File: src/rtl/pipe_hazard_ctrl_if.sv
// ============================================================================
// pipe_hazard_ctrl_if : hazard-unit pipeline signals (ID/EX fields, stall/flush controls)
// Rev 1.0
// ============================================================================
`default_nettype none

interface pipe_hazard_ctrl_if;
  logic [4:0]  id_rs;
  logic [4:0]  id_rt;
  logic        ex_memread;
  logic [4:0]  ex_rt;
  logic        ex_is_mul;
  logic        branch_taken;
  logic        pc_en;
  logic        if_id_en;
  logic        if_id_flush;
  logic        id_ex_en;
  logic        id_ex_bubble;
  logic        mul_start;
  logic        busy;
  logic [31:0] stall_cnt;

  modport master (
    output id_rs, id_rt, ex_memread, ex_rt, ex_is_mul, branch_taken,
    input  pc_en, if_id_en, if_id_flush, id_ex_en, id_ex_bubble, mul_start, busy, stall_cnt
  );

  modport slave (
    input  id_rs, id_rt, ex_memread, ex_rt, ex_is_mul, branch_taken,
    output pc_en, if_id_en, if_id_flush, id_ex_en, id_ex_bubble, mul_start, busy, stall_cnt
  );
endinterface

`default_nettype wire

File: src/rtl/pipe_hazard_ctrl.sv
// ============================================================================
// pipe_hazard_ctrl : load-use / multi-cycle multiply / branch-flush hazard control
// Rev 1.0
// ============================================================================
`default_nettype none

module pipe_hazard_ctrl #(
  parameter int MUL_LAT = 4
) (
  input  wire logic         clk,
  input  wire logic         rst_n,
  pipe_hazard_ctrl_if.slave bus
);

  typedef enum logic [0:0] {
    ST_RUN      = 1'b0,
    ST_MUL_WAIT = 1'b1
  } state_t;

  localparam logic [3:0] C_WAIT_INIT = 4'(MUL_LAT - 2);

  state_t      r_state;
  logic [3:0]  r_cnt;
  logic [31:0] r_stall_cnt;

  logic w_load_use;
  logic w_mul_go;
  logic w_pc_en;
  logic w_if_id_en;
  logic w_if_id_flush;
  logic w_id_ex_en;
  logic w_id_ex_bubble;
  logic w_mul_start;

  // Register 0 is hard-wired zero, so a load targeting it can never create a hazard.
  assign w_load_use = bus.ex_memread && (bus.ex_rt != 5'd0) &&
                      ((bus.ex_rt == bus.id_rs) || (bus.ex_rt == bus.id_rt));
  assign w_mul_go   = (r_state == ST_RUN) && !bus.branch_taken && bus.ex_is_mul;

  always_comb begin
    w_pc_en        = 1'b1;
    w_if_id_en     = 1'b1;
    w_if_id_flush  = 1'b0;
    w_id_ex_en     = 1'b1;
    w_id_ex_bubble = 1'b0;
    w_mul_start    = 1'b0;
    if (!rst_n) begin
      w_pc_en        = 1'b0;
      w_if_id_en     = 1'b0;
      w_id_ex_en     = 1'b0;
      w_if_id_flush  = 1'b1;
      w_id_ex_bubble = 1'b1;
    end else if (r_state == ST_MUL_WAIT) begin
      if (r_cnt != 4'd0) begin
        w_pc_en    = 1'b0;
        w_if_id_en = 1'b0;
        w_id_ex_en = 1'b0;
      end
    end else if (bus.branch_taken) begin
      w_if_id_flush  = 1'b1;
      w_id_ex_bubble = 1'b1;
    end else if (bus.ex_is_mul) begin
      w_pc_en     = 1'b0;
      w_if_id_en  = 1'b0;
      w_id_ex_en  = 1'b0;
      w_mul_start = 1'b1;
    end else if (w_load_use) begin
      w_pc_en        = 1'b0;
      w_if_id_en     = 1'b0;
      w_id_ex_bubble = 1'b1;
    end
  end

  always_ff @(posedge clk) begin
    if (!rst_n) begin
      r_state     <= ST_RUN;
      r_cnt       <= 4'd0;
      r_stall_cnt <= 32'd0;
    end else begin
      if (!w_pc_en && (r_stall_cnt != 32'hFFFF_FFFF)) begin
        r_stall_cnt <= r_stall_cnt + 32'd1;
      end
      case (r_state)
        ST_RUN: begin
          if (w_mul_go) begin
            r_state <= ST_MUL_WAIT;
            r_cnt   <= C_WAIT_INIT;
          end
        end
        ST_MUL_WAIT: begin
          if (r_cnt != 4'd0) begin
            r_cnt <= r_cnt - 4'd1;
          end else begin
            r_state <= ST_RUN;
          end
        end
        default: r_state <= ST_RUN;
      endcase
    end
  end

  assign bus.pc_en        = w_pc_en;
  assign bus.if_id_en     = w_if_id_en;
  assign bus.if_id_flush  = w_if_id_flush;
  assign bus.id_ex_en     = w_id_ex_en;
  assign bus.id_ex_bubble = w_id_ex_bubble;
  assign bus.mul_start    = w_mul_start;
  assign bus.busy         = (r_state == ST_MUL_WAIT);
  assign bus.stall_cnt    = r_stall_cnt;

endmodule

`default_nettype wire
File: src/flat_wrapper.sv
// flat-port wrapper written by rule: the top's interface ports become plain ports
module pipe_hazard_ctrl_flat 
#(
  parameter int MUL_LAT = 4
)
  (clk, rst_n, bus_id_rs, bus_id_rt, bus_ex_memread, bus_ex_rt, bus_ex_is_mul, bus_branch_taken, bus_pc_en, bus_if_id_en, bus_if_id_flush, bus_id_ex_en, bus_id_ex_bubble, bus_mul_start, bus_busy, bus_stall_cnt);
  pipe_hazard_ctrl_if bus_i ();
  input  wire logic clk;
  input  wire logic rst_n;
  input wire logic [$bits(bus_i.id_rs)-1:0] bus_id_rs;
  input wire logic [$bits(bus_i.id_rt)-1:0] bus_id_rt;
  input wire logic [$bits(bus_i.ex_memread)-1:0] bus_ex_memread;
  input wire logic [$bits(bus_i.ex_rt)-1:0] bus_ex_rt;
  input wire logic [$bits(bus_i.ex_is_mul)-1:0] bus_ex_is_mul;
  input wire logic [$bits(bus_i.branch_taken)-1:0] bus_branch_taken;
  output wire logic [$bits(bus_i.pc_en)-1:0] bus_pc_en;
  output wire logic [$bits(bus_i.if_id_en)-1:0] bus_if_id_en;
  output wire logic [$bits(bus_i.if_id_flush)-1:0] bus_if_id_flush;
  output wire logic [$bits(bus_i.id_ex_en)-1:0] bus_id_ex_en;
  output wire logic [$bits(bus_i.id_ex_bubble)-1:0] bus_id_ex_bubble;
  output wire logic [$bits(bus_i.mul_start)-1:0] bus_mul_start;
  output wire logic [$bits(bus_i.busy)-1:0] bus_busy;
  output wire logic [$bits(bus_i.stall_cnt)-1:0] bus_stall_cnt;
  assign bus_i.id_rs = bus_id_rs;
  assign bus_i.id_rt = bus_id_rt;
  assign bus_i.ex_memread = bus_ex_memread;
  assign bus_i.ex_rt = bus_ex_rt;
  assign bus_i.ex_is_mul = bus_ex_is_mul;
  assign bus_i.branch_taken = bus_branch_taken;
  assign bus_pc_en = bus_i.pc_en;
  assign bus_if_id_en = bus_i.if_id_en;
  assign bus_if_id_flush = bus_i.if_id_flush;
  assign bus_id_ex_en = bus_i.id_ex_en;
  assign bus_id_ex_bubble = bus_i.id_ex_bubble;
  assign bus_mul_start = bus_i.mul_start;
  assign bus_busy = bus_i.busy;
  assign bus_stall_cnt = bus_i.stall_cnt;
  pipe_hazard_ctrl #(.MUL_LAT(MUL_LAT)) u_core (.clk(clk), .rst_n(rst_n), .bus(bus_i));
endmodule
File: config.mk
export PLATFORM = sky130hd
export DESIGN_NAME = pipe_hazard_ctrl_flat
export DESIGN_NICKNAME = d
export VERILOG_FILES = /design/src/rtl/pipe_hazard_ctrl_if.sv /design/src/rtl/pipe_hazard_ctrl.sv /design/src/flat_wrapper.sv
export SDC_FILE = /design/constraint.sdc
export NUM_CORES = 1
export LEC_CHECK = 0
export ABC_AREA = 1
export CORE_ASPECT_RATIO = 2
export CORE_MARGIN = 1
export CORE_UTILIZATION = 30
export DETAILED_ROUTE_END_ITERATION = 6
export PLACE_DENSITY = 0.48
export SLEW_MARGIN = 20
export SYNTH_ARGS = -nofsm -noshare
export SYNTH_HDL_FRONTEND = slang
export SYNTH_SLANG_ARGS = --single-unit
File: constraint.sdc
create_clock -name clk -period 3.4 [get_ports clk]
set_clock_uncertainty 0.2 [all_clocks]
set_input_delay 0.51 -clock clk [delete_from_list [all_inputs] [get_ports clk]]
set_output_delay 0.51 -clock clk [all_outputs]
set_load 0.02 [all_outputs]
# --- After elaboration in Yosys (flattened, before gate mapping) ---
# Cells that the tools add are included.
totals:
  output_inout_bits: 39
  reg_bits: 37
  elab_cells: 50
op_classes:
  reduce_logical: 11
  mux: 28
  n_addsub: 2
  bitwise_logic: 1
  n_eq_ne: 5
ops:
  columns: ["op", "n"]
  rows:
  - ["32-bit by 1-bit adder with 32-bit output, second input constant", 1]
  - ["32-bit inequality test, second input constant", 1]
  - ["1-bit two-way mux", 24]
  - ["5-bit equality test", 2]
  - ["4-bit two-way mux", 2]
  - ["4-bit one-hot mux with 2 select lines", 1]
  - ["1-bit logical AND", 5]
  - ["5-bit nonzero test", 1]
  - ["4-bit nonzero test", 1]
  - ["4-bit by 1-bit subtractor with 4-bit output, second input constant", 1]
  - ["1-bit logical NOT", 2]
  - ["2-bit by 1-bit inequality test with 1-bit output, second input constant", 1]
  - ["2-bit inequality test, second input constant", 1]
  - ["1-bit one-hot mux with 2 select lines", 1]
  - ["2-bit AND reduction", 1]
  - ["1-bit logical OR", 1]
  - ["1-bit inverter", 1]

# --- Logic depth before layout (Yosys ltp) ---
# Gate-level depths: netlist of run 1.
depth:
  ltp_word: 10
  depth_mapped: 12

# --- Worst setup path before layout of run 1 ---
# OpenSTA, ideal clock, no wires.
synth_timing:
  path_kind: "register to output"
  startpoint: "register u_core.r_state (netlist: u_core.bus.busy)"
  endpoint: "output port bus_pc_en"
  stages_incl_launch_ff: 9
  path_buffers: 2
  arrival_ps: 1993
  path_slack_ps: 697
  path_cell_list: "dfxtp_1 -> nor2_1 -> nand2_1 -> nand2_1 -> nor2_1 -> nand2_2 -> clkbuf_1 -> inv_1 -> buf_4"
synth_between:
  elab_chain_cells: 2
synth_rtl:
  columns: ["item", "line_no", "source"]
  rows:
  - ["start: declaration", "pipe_hazard_ctrl.sv:22", "state_t r_state;"]
  - ["start signal: assignment", "pipe_hazard_ctrl.sv:76", "r_state <= ST_RUN;"]
  - ["start signal: assignment", "pipe_hazard_ctrl.sv:86", "r_state <= ST_MUL_WAIT;"]
  - ["start signal: assignment", "pipe_hazard_ctrl.sv:94", "r_state <= ST_RUN;"]
  - ["1-bit two-way mux (2 in a row)", null, null]
  - ["end: declaration", "flat_wrapper.sv:16", "output wire logic [$bits(bus_i.pc_en)-1:0] bus_pc_en;"]
# No other way between the ends.

# --- Worst setup path after layout of run 1 ---
layout_timing:
  startpoint: "input port bus_ex_rt[0]"
  endpoint: "output port bus_id_ex_bubble"
layout_between:
  elab_chain_cells: 8
  word_cells_on_any_way: 11
  cone_classes: "eq/ne (2); mux (5); reduce/logical (4)"
layout_rtl:
  columns: ["item", "line_no", "source"]
  rows:
  - ["start: declaration", "flat_wrapper.sv:13", "input wire logic [$bits(bus_i.ex_rt)-1:0] bus_ex_rt;"]
  - ["5-bit equality test / 5-bit nonzero test (equally long branches)", "pipe_hazard_ctrl.sv:37, pipe_hazard_ctrl.sv:36", null]
  - ["1-bit logical OR / 1-bit logical AND (equally long branches)", "pipe_hazard_ctrl.sv:37, pipe_hazard_ctrl.sv:36", null]
  - ["1-bit logical AND *", "pipe_hazard_ctrl.sv:36", "assign w_load_use = bus.ex_memread && (bus.ex_rt != 5'd0) &&"]
  - ["1-bit two-way mux *", "pipe_hazard_ctrl.sv:67", "end else if (w_load_use) begin"]
  - ["1-bit two-way mux *", "pipe_hazard_ctrl.sv:62", "end else if (bus.ex_is_mul) begin"]
  - ["1-bit two-way mux *", "pipe_hazard_ctrl.sv:59", "end else if (bus.branch_taken) begin"]
  - ["1-bit two-way mux *", "pipe_hazard_ctrl.sv:53", "end else if (r_state == ST_MUL_WAIT) begin"]
  - ["1-bit two-way mux *", "pipe_hazard_ctrl.sv:47", "if (!rst_n) begin"]
  - ["end: declaration", "flat_wrapper.sv:20", "output wire logic [$bits(bus_i.id_ex_bubble)-1:0] bus_id_ex_bubble;"]
# Every way passes the cells marked *; elsewhere a longest branch is shown, timed or not.

==> flow_metrics.py, run 1 <==
metrics = {
    "clocking": {
        "cts_tree": "yes",
        "post_cts_buffers": 0,
        "cts-root-buf": "clkbuf_16",
        "cts_made_buffers": 5,
        "htree_levels": 2,
        "clockBufferDepth": 2,
        "hold_buffers": 0,
        "clk_pin_slew_ps": 60,
        "insertion_delay_ps": 290,
        "cts.repair.resized": 0,
        "cts_sinks": 37,
    },
    "floorplanning": {
        "die_area_um2": 9240,
        "pin_count": 59,
        "rows": 48,
        "die_x_um": 68.5,
        "start_util_pct": 30.9,
        "core-area_um2": 8590,
        "die_h_um": 135,
    },
    "worst_setup_path": {
        "cp-end-kind": "primary output",
        "crit_chain": "clkdlybuf4s50_1 > inv_1 > nand2_1 > nand2_1 > nor2_1 > nand3_1 > nand2_1 > nand2_1 > o31ai_1 > clkdlybuf4s50_1",
        "startpoint_type": "input port",
        "cp_slowest_stage_delay_ps": 640,
        "crit_top_cell": "nand2_1",
        "critPathArrivalTime_ps": 2410,
        "worstSetupPathType": "input port to primary output",
        "worst_path_dominant_cell_family": "buffers and inverters",
        "path_buf_inv": 3,
        "crit_slowest_cell": "clkdlybuf4s50_1",
        "critPathMaxFanout": 4,
        "cp.required_ps": 2690,
        "r2r_start": "u_core.bus.stall_cnt[0]$_SDFFE_PN0P_",
        "rr_endpoint": "u_core.bus.stall_cnt[13]$_SDFFE_PN0P_",
        "r2r_cells": 11,
        "ff2ff_setup_slack_ps": 750,
    },
    "synthesis": {
        "synth_area_um2": 2650,
        "synth_cell_types": 25,
        "synth_top_area_share_pct": 28.0,
        "netlist_instances": 436,
        "synth_top_area_cell": "dfxtp_1",
        "yosysSeqAreaShare_pct": 28.0,
        "synthTopCellsByArea": "dfxtp_1 28%, nand2_1 20%, nand3_1 8.7%",
        "synth_seq_cells": 37,
        "syn_nets": 458,
        "ys.warnings.count": 0,
        "syn_area_per_cell_um2": 6.08,
    },
    "detailed_routing": {
        "wl_per_cell_um": 14.5,
        "drt-pass1-iter-count": 4,
        "wirelength_um": 8580,
        "num_vias": 2871,
        "avgViaCountPerCell": 4.85,
        "drtIter0Drc": 116,
        "drc": 0,
        "ant_nets": 0,
    },
    "cells_and_area": {
        "multi_input_area_um2": 1660,
        "diodes": 0,
        "final_cell_area_um2": 3470,
        "syn_to_final_growth_pct": 31.0,
        "seqCellArea_um2": 741,
        "fillCellCount": 972,
        "finalNetCount": 513,
        "drive_gt1_share_pct": 8.13,
        "finish.utilization_pct": 40.4,
        "instances_no_fill": 592,
    },
    "sta": {
        "rsz0062_at_grt": "false",
        "fin_hold_ws_ps": 305,
        "timing.fmax_mhz": 321,
        "fin_crit_sh_pct": 91.7,
        "finalHoldViolations": 0,
        "worst_slew_margin_rel_pct": 70.8,
        "tightest_slew_ps": 435,
        "fin_setup_tns_ps": 0,
        "setup_violations": 0,
        "slew_viol_final": 0,
        "period_needed_ps": 3120,
    },
    "grt": {
        "grt_pass1_vias": 2807,
        "antenna_found_initial": 0,
        "grt_use_met2_pct": 39.9,
        "use_met3_pct": 3.29,
        "grtUsageMet1_pct": 18.4,
        "grt_max_degree": 35,
        "grt-ovfl-total": 0,
        "grt_pass1_wl_um": 13500,
        "grt_busiest_layer": "met2",
        "grt_usage_pct": 20.2,
    },
    "placed_design": {
        "dp_hpwl_um": 6680,
        "io_buffers": 58,
        "dp.cells": 584,
        "dpl_cell_area_um2": 3300,
        "gp_congestion": 0.850,
    },
    "hold_path": {
        "hold_end": "u_core.bus.stall_cnt[12]$_SDFFE_PN0P_",
        "hold_path_class": "flop to flop",
        "hold_depth": 2,
        "hold_start": "u_core.bus.stall_cnt[12]$_SDFFE_PN0P_",
    },
    "flow_run": {
        "drv_cap": 0,
    },
    "pwr": {
        "leakagePower_nw": 1.30,
        "p_per_area_nw_per_um2": 330,
        "peakVddDrop_uv": 161,
    },
    "run_status": {
        "outcome": "finished, final reports clean",
    },
}
-- where the power goes --
part           switching (mW)  internal [mW]
Clock                   0.202          0.347
Combinational          0.0856         0.0601
Sequential            0.00971          0.441
Total                   0.298          0.849
-- final cells by class --
| class | instances | share of cell area (%) |
|---|---|---|
| Clock buffer | 5 | 3.60 |
| Clock inverter | 3 | 1.33 |
| Inverter | 46 | 5.01 |
| Multi-Input combinational cell | 340 | 47.7 |
| Sequential cell | 37 | 21.3 |
| Tap cell | 100 | 3.60 |
| Timing Repair Buffer | 61 | 17.4 |
-- sequential cells by signal, summed over array words and instances, names as in the netlist --
name / count
u_core.bus.stall_cnt: 32
u_core.r_cnt: 4
u_core.bus.busy: 1
-- per-stage QoR --
step	setup WS (ps)	power [mW]
after detailed placement	250	0.608
after CTS	250	1.16
after floorplan	697	0.549
after global placement	278	0.608
after global routing	137	1.19
final	284	1.15
-- Yosys cell counts --
cell      count
nand2_1     143
nand4_4       1
nand4_1       4
a21oi_1      25
buf_2         2
ha_1          2
buf_4         1
nor2_4        2
xnor2_1       5
xor2_1       12
nand2_4       2
clkinv_1      1
inv_1        44
nor2_1       51
nand3_1      46
nor3_1       13
nand3b_1      7
clkinv_2      1
buf_6         3
dfxtp_1      37
a21oi_2      10
o31ai_1       1
o21ai_0       3
clkbuf_1      7
nand2_2      13
-- logic make-up (layout without fill, tap and decap cells) --
family / Yosys count / after routing / share of synthesized area [%]
AND/OR/NAND/NOR: 282 / 282 / 47.1
XOR/XNOR: 17 / 17 / 5.62
adder cells (fa/ha/maj): 2 / 2 / 0.944
buffers and inverters: 59 / 115 / 9.49
AO/OA/AOI/OAI: 39 / 39 / 8.88
flip-flops: 37 / 37 / 28.0
-- per-layer routing --
metal / routed length [um] / share of wire, %
met5: 0 / 0
met4: 281 / 3.3
met3: 241 / 2.8
met2: 5060 / 59
met1: 3000 / 35
-- how the worst max path moves through the flow --
stage,startpoint,cells past startpoint,end
floorplan,u_core.bus.busy$_SDFF_PN0_,8,bus_pc_en
global placement,bus_ex_rt[1],10,bus_id_ex_bubble
detailed placement,bus_ex_rt[1],10,bus_id_ex_bubble
CTS,bus_ex_rt[1],10,bus_id_ex_bubble
global route,bus_ex_rt[1],10,bus_id_ex_bubble
finish,bus_ex_rt[0],10,bus_id_ex_bubble
-- tightest hold or removal path, delay by kind of cell, from the launching register on --
kind             cells  cell delay, ps
AND/OR/NAND/NOR      1              70
AO/OA/AOI/OAI        1              50
flip-flops           1             340
-- cell usage in the layout, fill, tap and decap left out, types with 4 or more instances in the layout --
master / instances
xor2_1: 12
inv_1: 44
nor2_1: 51
nand3_1: 46
clkdlybuf4s50_1: 58
a21oi_1: 25
nor3_1: 13
nand4_1: 4
nand2_2: 13
a21oi_2: 10
dfxtp_1: 37
nand2_1: 143
nand3b_1: 7
xnor2_1: 5
clkbuf_16: 5
Power figures use the tool's default switching activity.
==> run 2: changes to the inputs <==
--- a/config.mk
+++ b/config.mk
@@ -6,11 +6,13 @@
 export NUM_CORES = 1
 export LEC_CHECK = 0
 export ABC_AREA = 1
+export CELL_PAD_IN_SITES_DETAIL_PLACEMENT = 1
+export CELL_PAD_IN_SITES_GLOBAL_PLACEMENT = 1
 export CORE_ASPECT_RATIO = 2
 export CORE_MARGIN = 1
 export CORE_UTILIZATION = 30
 export DETAILED_ROUTE_END_ITERATION = 6
-export PLACE_DENSITY = 0.48
+export PLACE_DENSITY = 0.7
 export SLEW_MARGIN = 20
 export SYNTH_ARGS = -nofsm -noshare
 export SYNTH_HDL_FRONTEND = slang
==> flow_metrics.py, run 2 (synthesis gave the netlist of run 1 again) <==
metrics = {
    "run_status": {
        "outcome": "finished, final reports clean",
    },
    "sta": {
        "timing.fmax_mhz": 323,
        "setup_violations": 0,
        "period_needed_ps": 3100,
        "worst_slew_margin_rel_pct": 70.7,
        "rsz0062_at_grt": "false",
        "tightest_slew_ps": 437,
        "finalHoldViolations": 0,
        "fin_crit_sh_pct": 91.1,
        "fin_setup_tns_ps": 0,
        "slew_viol_final": 0,
    },
    "cells_and_area": {
        "finish.utilization_pct": 40.6,
        "finalNetCount": 513,
        "largest_reg_flops": 32,
        "syn_to_final_growth_pct": 31.7,
        "drive_gt1_share_pct": 8.13,
        "final_common_cell": "nand2_1",
        "diodes": 0,
        "final_cell_area_um2": 3490,
        "instances_no_fill": 592,
        "final_cell_mix": "143 x nand2_1, 58 x clkdlybuf4s50_1, 51 x nor2_1",
    },
    "floorplanning": {
        "die_h_um": 135,
        "die_x_um": 68.5,
        "die_area_um2": 9240,
        "rows": 48,
        "pin_count": 59,
        "core-area_um2": 8590,
        "start_util_pct": 30.9,
    },
    "clocking": {
        "htree_levels": 2,
        "insertion_delay_ps": 290,
        "cts_tree": "yes",
        "clk_pin_slew_ps": 60,
        "cts-root-buf": "clkbuf_16",
        "clockBufferDepth": 2,
        "cts_sinks": 37,
        "cts.repair.resized": 0,
        "hold_buffers": 0,
        "post_cts_buffers": 0,
        "cts_made_buffers": 5,
    },
    "worst_setup_path": {
        "critPathArrivalTime_ps": 2390,
        "cp-end-kind": "primary output",
        "crit_chain": "clkdlybuf4s50_1 > inv_1 > nand2_1 > nand2_1 > nor2_1 > nand3_1 > nand2_1 > nand2_1 > o31ai_1 > clkdlybuf4s50_1",
        "critPathMaxFanout": 3,
        "worstSetupPathType": "input port to primary output",
        "rr_endpoint": "u_core.bus.stall_cnt[15]$_SDFFE_PN0P_",
        "cp.depth": 10,
        "r2r_start": "u_core.bus.stall_cnt[0]$_SDFFE_PN0P_",
        "worst_path_dominant_cell_family": "buffers and inverters",
        "r2r_cells": 11,
        "cp.required_ps": 2690,
        "path_buf_inv": 3,
        "ff2ff_setup_slack_ps": 810,
        "crit_top_cell": "nand2_1",
        "cp_slowest_stage_delay_ps": 640,
        "crit_slowest_cell": "clkdlybuf4s50_1",
        "startpoint_type": "input port",
    },
    "placed_design": {
        "gp_congestion": 0.871,
        "dpl_cell_area_um2": 3300,
        "dp_hpwl_um": 7300,
        "io_buffers": 58,
        "dp.cells": 584,
    },
    "detailed_routing": {
        "avgViaCountPerCell": 5.10,
        "num_vias": 3020,
        "drtIter0Drc": 69,
        "ant_nets": 0,
        "wl_per_cell_um": 15.6,
        "wirelength_um": 9240,
        "drc": 0,
        "drt-pass1-iter-count": 6,
    },
    "grt": {
        "grt_max_degree": 35,
        "grt_usage_pct": 22.0,
        "grt-ovfl-total": 0,
        "grt_pass1_wl_um": 14900,
        "grt_pass1_vias": 3102,
        "antenna_found_initial": 0,
    },
    "hold_path": {
        "hold_path_class": "flop to flop",
        "hold_depth": 2,
        "hold_start": "u_core.r_cnt[1]$_SDFFE_PN0P_",
        "hold_end": "u_core.r_cnt[1]$_SDFFE_PN0P_",
    },
    "pwr": {
        "leakagePower_nw": 1.31,
        "p_per_area_nw_per_um2": 347,
        "peakVddDrop_uv": 199,
    },
    "flow_run": {
        "drv_cap": 0,
    },
}
[run 2: cell types whose count changed in the layout (fill, tap and decap cells not counted)]
cell	previous run	this run
clkinvlp_4	1	0
clkinv_4	1	0
bufinv_16	1	2
clkinv_2	1	2
[run 2: stage by stage]
stage	total power [mW]	worst slack (ps)	hold slack [ps]
final	1.21	302	304
after global routing	1.26	148	328
after CTS	1.23	234	308
after detailed placement	0.611	244	298
after global placement	0.608	265	281
after floorplan	0.549	697	265
[run 2: cell type report]
cell class | count | area, um2
clock buffer | 5 | 125
clock inverter | 3 | 65.1
fill | 1181 | 5100
inverter | 46 | 174
multi-input combinational | 340 | 1660
sequential | 37 | 741
tap | 100 | 125
timing repair buffer | 61 | 603
[run 2: metal layers]
layer  GRT usage [%]  vias up  wire length (um)
met5               0        -                 0
met4            13.4        0               489
met3            2.87       27               239
met2            42.6       61              5440
met1            19.9     1439              3070
li1                -     1493                 -
[run 2: worst max-delay path by stage]
| stage | start | end | slack (ps) |
|---|---|---|---|
| after floorplan | u_core.bus.busy$_SDFF_PN0_ | bus_pc_en | 700 |
| after global placement | bus_ex_rt[1] | bus_id_ex_bubble | 270 |
| after detailed placement | bus_ex_rt[1] | bus_id_ex_bubble | 240 |
| after CTS | bus_ex_rt[1] | bus_id_ex_bubble | 230 |
| after global routing | bus_ex_rt[0] | bus_id_ex_bubble | 150 |
| final | bus_ex_rt[1] | bus_id_ex_bubble | 300 |
[run 2: power by group]
group	internal, mW	leakage, nW	switching (mW)
clock network	0.419	0.0938	0.194
logic	0.0602	0.922	0.0875
registers	0.441	0.299	0.00942
[run 2: worst reg2reg max path, stage by stage (launching register included)]
cell and delay, ps:
dfxtp_1 450, ha_1 310, nand2_2 110, nor2_4 160, nand2_2 120, clkinv_2 110
nand2_4 80, nor2_4 110, nand4_4 190, nand2_4 430, nand2_1 100, a21oi_1 150
